--- src/rtl/kv_cache_seq.sv ---
// Sequencer between a command/write-data port and a 4x2x8x256x16-byte KV cache with 2-cycle read latency.
// Writes stream 16 dims at one position; reads sweep positions 0..P, 16 dims each, back out as a byte stream.
`timescale 1ns/1ps
module kv_cache_seq (
  input  logic       clk_i,
  input  logic       rst_i,
  input  logic       cmd_valid_i,
  output logic       cmd_ready_o,
  input  logic       cmd_op_i,
  input  logic [1:0] cmd_layer_i,
  input  logic       cmd_kv_i,
  input  logic [2:0] cmd_head_i,
  input  logic [7:0] cmd_pos_i,
  input  logic       wr_valid_i,
  output logic       wr_ready_o,
  input  logic [7:0] wr_data_i,
  output logic       rd_valid_o,
  output logic [7:0] rd_data_o,
  output logic [7:0] rd_pos_o,
  output logic [3:0] rd_dim_o,
  output logic       rd_last_o,
  output logic       busy_o,
  output logic       done_o,
  output logic [1:0] kv_layer_o,
  output logic       kv_sel_o,
  output logic [2:0] kv_head_o,
  output logic [7:0] kv_pos_o,
  output logic [3:0] kv_dim_o,
  output logic       kv_we_o,
  output logic [7:0] kv_wdata_o,
  input  logic [7:0] kv_rdata_i
);

  typedef enum logic [1:0] {IDLE, WRITE, READ, DRAIN} state_t;

  state_t     r_state;
  logic       r_op;
  logic [1:0] r_layer;
  logic       r_kv;
  logic [2:0] r_head;
  logic [7:0] r_pos;
  logic [3:0] r_dim;
  logic [7:0] r_pcnt;
  logic       r_drain;
  logic       r_wdone;
  logic       r_v1, r_v2, r_l1, r_l2;
  logic [7:0] r_p1, r_p2;
  logic [3:0] r_d1, r_d2;

  logic w_issue;
  logic w_final;

  assign w_issue = (r_state == READ);
  // Equality on full 8-bit counters lets P=255 finish without needing a 9th bit.
  assign w_final = w_issue && (r_pcnt == r_pos) && (r_dim == 4'd15);

  always_ff @(posedge clk_i or posedge rst_i) begin
    if (rst_i) begin
      r_state <= IDLE;
      r_op    <= 1'b0;
      r_layer <= 2'd0;
      r_kv    <= 1'b0;
      r_head  <= 3'd0;
      r_pos   <= 8'd0;
      r_dim   <= 4'd0;
      r_pcnt  <= 8'd0;
      r_drain <= 1'b0;
      r_wdone <= 1'b0;
      r_v1    <= 1'b0;
      r_v2    <= 1'b0;
      r_l1    <= 1'b0;
      r_l2    <= 1'b0;
      r_p1    <= 8'd0;
      r_p2    <= 8'd0;
      r_d1    <= 4'd0;
      r_d2    <= 4'd0;
    end else begin
      r_wdone <= 1'b0;
      r_v1    <= w_issue;
      r_l1    <= w_final;
      r_p1    <= r_pcnt;
      r_d1    <= r_dim;
      r_v2    <= r_v1;
      r_l2    <= r_l1;
      r_p2    <= r_p1;
      r_d2    <= r_d1;
      case (r_state)
        IDLE: begin
          if (cmd_valid_i) begin
            r_op    <= cmd_op_i;
            r_layer <= cmd_layer_i;
            r_kv    <= cmd_kv_i;
            r_head  <= cmd_head_i;
            r_pos   <= cmd_pos_i;
            r_dim   <= 4'd0;
            r_pcnt  <= 8'd0;
            r_state <= cmd_op_i ? READ : WRITE;
          end
        end
        WRITE: begin
          if (wr_valid_i) begin
            r_dim <= r_dim + 4'd1;
            if (r_dim == 4'd15) begin
              r_state <= IDLE;
              r_wdone <= 1'b1;
            end
          end
        end
        READ: begin
          r_dim <= r_dim + 4'd1;
          if (r_dim == 4'd15) r_pcnt <= r_pcnt + 8'd1;
          if (w_final) begin
            r_state <= DRAIN;
            r_drain <= 1'b0;
          end
        end
        DRAIN: begin
          // Two cycles here cover the cache latency so done lines up with the last byte.
          r_drain <= 1'b1;
          if (r_drain) r_state <= IDLE;
        end
        default: r_state <= IDLE;
      endcase
    end
  end

  assign cmd_ready_o = (r_state == IDLE);
  assign busy_o      = (r_state != IDLE);
  assign wr_ready_o  = (r_state == WRITE);

  assign kv_layer_o = r_layer;
  assign kv_sel_o   = r_kv;
  assign kv_head_o  = r_head;
  assign kv_pos_o   = (r_state == WRITE) ? r_pos :
                      (r_state == READ)  ? r_pcnt : 8'd0;
  assign kv_dim_o   = ((r_state == WRITE) || (r_state == READ)) ? r_dim : 4'd0;
  assign kv_we_o    = (r_state == WRITE) && wr_valid_i;
  assign kv_wdata_o = (r_state == WRITE) ? wr_data_i : 8'd0;

  assign rd_valid_o = r_v2;
  assign rd_last_o  = r_v2 & r_l2;
  assign rd_pos_o   = r_p2;
  assign rd_dim_o   = r_d2;
  assign rd_data_o  = kv_rdata_i;

  assign done_o = r_wdone | (r_op & r_v2 & r_l2);

endmodule

--- config.mk ---
export PLATFORM = sky130hd
export DESIGN_NAME = kv_cache_seq
export DESIGN_NICKNAME = d
export VERILOG_FILES = /design/src/rtl/kv_cache_seq.sv
export SDC_FILE = /design/constraint.sdc
export NUM_CORES = 1
export LEC_CHECK = 0
export CAP_MARGIN = 20
export CORE_ASPECT_RATIO = 1.2
export CORE_MARGIN = 10
export CORE_UTILIZATION = 45
export CTS_CLUSTER_DIAMETER = 80
export DETAILED_ROUTE_END_ITERATION = 7
export PLACE_DENSITY_LB_ADDON = 0.1
export SYNTH_ARGS = -nofsm -noshare
export SYNTH_HDL_FRONTEND = slang
export SYNTH_SLANG_ARGS = --single-unit
--- constraint.sdc ---
create_clock -name clk_i -period 2.5 [get_ports clk_i]
set_input_delay 0.5 -clock clk_i [delete_from_list [all_inputs] [get_ports clk_i]]
set_output_delay 0.5 -clock clk_i [all_outputs]
set_load 0.02 [all_outputs]
## Word level (Yosys, flattened, before mapping)

Index checks and enable logic that the tools add are counted.

| storage, ports and cells | value |
|---|---|
| register bits | 59 |
| bits of input ports | 35 |
| output and inout port bits | 53 |
| word-level logic and storage cells | 71 |

| cells by class | value |
|---|---|
| add/sub/neg operators | 2 |
| equal/unequal tests | 11 |
| mux-type cells | 22 |
| bitwise gates (word level) | 4 |
| reduce and logical (&&, ||, !) cells | 14 |

Operators by type and width:

| operator | number |
|---|---|
| $mux 8 | 5 |
| $pmux 8 s2 | 1 |
| $mux 2 | 6 |
| $mux 4 | 3 |
| $pmux 4 s3 | 1 |
| $add 8x1->8 const B | 1 |
| $eq 8x8->1 | 1 |
| $pmux 2 s4 | 1 |
| $ne 2x1->1 const B | 3 |
| $ne 2x2->1 const B | 3 |
| $reduce_and 3->1 | 2 |
| $reduce_bool 2->1 | 3 |
| $reduce_and 5->1 | 1 |
| $add 4x1->4 const B | 1 |
| $eq 2x2->1 const B | 2 |
| $eq 4x4->1 const B | 1 |
| $mux 1 | 4 |
| $reduce_and 2->1 | 2 |
| $and 1x1->1 | 3 |
| $logic_and 1x1->1 | 3 |
| $reduce_bool 3->1 | 1 |
| $eq 2x1->1 const B | 1 |
| $logic_not 2->1 | 1 |
| $pmux 1 s2 | 1 |
| 2 further kinds | 2 |

## Logic depth before layout (Yosys ltp)

| depth | value |
|---|---|
| depth in word-level cells | 5 |
| depth in mapped cells | 8 |

## Worst setup path before layout

No wires, ideal clock.

| path | value |
|---|---|
| path kind | register to output |
| from | reg r_state[0] |
| to | out kv_pos_o[6] |
| arrival time | 1578 ps |
| path slack | 422 ps |
| cell stages (with the launch flop) | 6 |
| path buffers | 1 |
| cells stage by stage | dfrtp_1 > inv_1 > ha_1 > clkbuf_1 > nand2_1 > o21ai_0 |

| on the way | value |
|---|---|
| word-level cells in the longest chain between the ends | 3 |
| elaborated cells between the ends (all ways) | 4 |

Ends and longest elaborated chain:

| what | line | source |
|---|---|---|
| start, declared | 36 | `state_t r_state;` |
| start signal, assigned | 97 | `r_state <= cmd_op_i ? READ : WRITE;` |
| $eq 2x2->1 | n/a |  |
| via w_issue | 50 | `logic w_issue;` |
| $mux 8 | 135 | `(r_state == READ) ? r_pcnt : 8'd0;` |
| $mux 8 | 134 | `assign kv_pos_o = (r_state == WRITE) ? r_pos :` |
| end, declared | 27 | `output logic [7:0] kv_pos_o,` |

The timed path passes the listed nets, and every way through them passes these cells.

## Worst setup path after layout

| path | value |
|---|---|
| from | reg r_state[1] |
| to | out kv_we_o |

| on the way | value |
|---|---|
| word-level cells in the longest chain between the ends | 2 |

Ends and longest elaborated chain:

| what | line | source |
|---|---|---|
| $eq 2x1->1 | 137 | `assign kv_we_o = (r_state == WRITE) && wr_valid_i;` |
| $logic_and 1x1->1 | 137 |  |
| end, declared | 29 | `output logic kv_we_o,` |

Every way passes these cells.

==> key figures <==
Status
  • Outcome: complete, no violations

Timing
  • Fin Clk Skew: 0.00703 ns
  • Worst-margin pin slew: 0.634 ns
  • Pins Over Slew Limit: 0
  • Final setup violation count: 0
  • Highest clock rate: 0.425 GHz
  • Final Hold Viols: 0
  • Minimum hold slack: 0.348 ns
  • RSZ-0062 raised after global routing: false
  • Sum Neg Setup Slack: 0 ns
  • Max_slew headroom: 57.4%
  • Fin crit share: 94.2%
  • Period minus WS final: 2.35 ns

Pwr
  • VDD IR-drop max: 801 uV
  • Tot Pwr: 4.15 mW
  • Pwr/cell area: 1180 nW/um^2
  • Lkg Pwr: 1.71 nW

Critical path
  • Worst-path maximum fanout: 4
  • Startpoint Class: register
  • Req. time, crit path: 2.00 ns
  • Crit path arrival time: 1.85 ns
  • Crit end category: output port
  • Critical setup path kind: reg -> out

Placed design
  • PortBufs: 71
  • Placer Congestion: 0.843
  • Post-DP HPWL: 4290 um

Routing
  • Final ANT Viol Nets: 0
  • Vias: 1808
  • WL/cell: 15.3 um
  • Residual DRC count: 0
  • First-pass DRT Iterations: 4
  • DR iter-0 viols: 86
  • Routed vias/inst: 4.99
  • Final wirelength: 5530 um

CTS
  • Clock root buffer: clkbuf_8
  • CTS Buf Count: 9
  • Post-CTS Setup Inserts: 0
  • CTS Buffer Depth: 2
  • Clock Latency Late Sink: 0.33 ns
  • CTS sink count: 59
  • CTS H-tree lvls: 3
  • CTS clk-pin slew, worst paths: 0.07 ns
  • CTS tree: done
  • Hold Buf Count CTS: 0

Synth
  • Synth unique cells: 32
  • Synthesized area per cell: 11.4 um^2
  • Post-synth EDFFs: 0
  • Seq/Total Area, Yosys: 58.6%
  • Syn Nets: 261
  • Synth warn: 0
  • Async set or reset register ratio after synthesis: 100%
  • Yosys reg bits: 59
  • Mapped Cells: 220
  • Top FF cell, synth: dfrtp_1
  • Mapped Area: 2520 um^2

Global routing
  • Global Route Usage Sum: 13.1%
  • Gr ovfl total: 0
  • Largest net degree at the start of global routing: 28
  • Vias in the first global route: 1881
  • First-pass GRT wire length: 9120 um
  • Initial antenna violation count: 0

Floorplanning
  • Floorplan core area: 5370 um^2
  • Ports: 88
  • Die Y: 102 um
  • Area of the die: 9000 um^2
  • Initial Util: 46.9%
  • Die width: 88.3 um
  • FP Rows: 29

Finish
  • Most common cell after layout, fill and taps aside: dfrtp_1
  • Diodes inserted: 0
  • P&R area growth vs syn: 39.5%
  • Highest-count cells in the layout ignoring fill and taps: dfrtp_1, clkdlybuf4s50_1, nand2_1, dlygate4sd2_1, mux2_2
  • Final net count: 337
  • Final Core Density: 65.4%
  • Share of post-route cells with drive strength above 1: 15.0%

Worst hold path
  • Worst hold path type: reg -> reg

Flow run
  • Max cap viols: 0
## flip-flops by register name, summed over array words and instances, names as in the netlist, 2 cells and up
| name | cells |
|---|---|
| r_p1 | 8 |
| r_dim | 4 |
| kv_layer_o | 2 |
| r_pcnt | 8 |
| r_state | 2 |
| kv_head_o | 3 |
| rd_pos_o | 8 |
| rd_dim_o | 4 |
| r_d1 | 4 |
| r_pos | 8 |
## layout make-up
cell class	count	area (um^2)
Fill cell	463	1860
Timing Repair Buffer	79	782
Inverter	10	37.5
Sequential cell	59	1480
Multi-Input combinational cell	137	922
Clock inverter	5	77.6
Clock buffer	10	138
Tap cell	62	77.6
## cells by family after synthesis
| logic type | synth area share, % |
|---|---|
| buffers and inverters | 4.82 |
| and+or+nand+nor | 14.8 |
| xor gates and xnor gates | 4.87 |
| DFF | 58.6 |
| adders and majority gates | 2.98 |
| AOI/OAI and AO/OA | 6.76 |
| muxes | 7.11 |
## through the flow
| step | std cells | area (um^2) | setup slack, ns |
|---|---|---|---|
| after floorplan | 220 | 2520 | 0.422 |
| after global placement | 347 | 3310 | 0.259 |
| after detailed placement | 347 | 3310 | 0.259 |
| after CTS | 362 | 3500 | 0.0206 |
| after global routing | 362 | 3510 | 0.0336 |
| final | 362 | 3510 | 0.145 |
## synthesized netlist by cell type (all sizes together) (2+ instances only)
library cell	instances	share of area, %
nor3	2	0.40
and3	3	0.84
nand3	8	1.6
nor2b	4	0.99
and2	14	3.5
xnor2	5	1.7
buf	8	2.4
inv	10	1.5
a21oi	2	0.40
nor4	2	0.50
nand2	27	4.0
nor2	12	1.8
nand4	3	0.75
mux2	15	6.7
xor2	9	3.1
dfrtp	59	59
ha	6	3.0
o21ai	12	2.4
clkbuf	6	0.94
o31ai	3	1.1
a2bb2oi	2	0.70
## final timing paths
kind,startpoint,to,cells past startpoint,slack (ns)
max,r_state[1]$_DFFE_PP0P_,kv_we_o,4,0.15
min in group asynchronous,rst_i,r_dim[2]$_DFFE_PP0P_,2,0.48
max reg2reg,r_state[0]$_DFFE_PP0P_,r_dim[2]$_DFFE_PP0P_,7,0.59
min reg2reg,r_v1$_DFF_PP0_,rd_valid_o$_DFF_PP0_,0,0.35
min,r_v1$_DFF_PP0_,rd_valid_o$_DFF_PP0_,0,0.35
max in group asynchronous,rst_i,r_pos[0]$_DFFE_PP0P_,3,1.46
## what timing repair did
item	in CTS	in global routing
endpoints found under the hold margin	0	0
setup endpoints to repair	20	3
resized for setup	18	3
## power breakdown
group	switching [mW]	internal (mW)
Clock	0.360	0.579
Combinational	0.950	0.843
Sequential	0.193	1.23
Total	1.50	2.65
## layer usage
layer  track usage (%)  vias up  share of wire (%)
met4              6.72        0                1.1
met5                 0        -                  0
met1              14.8      865                 41
met3              5.89        6                9.6
li1                  -      879                  -
met2              20.3       58                 48
## worst max-delay path, stage by stage, from the launching register on
cell and delay [ns]:
dfrtp_1 0.41, inv_1 0.09, ha_1 0.25, and2_1 0.17, clkdlybuf4s50_1 0.60
No activity file was read; power rests on OpenSTA's default activity.
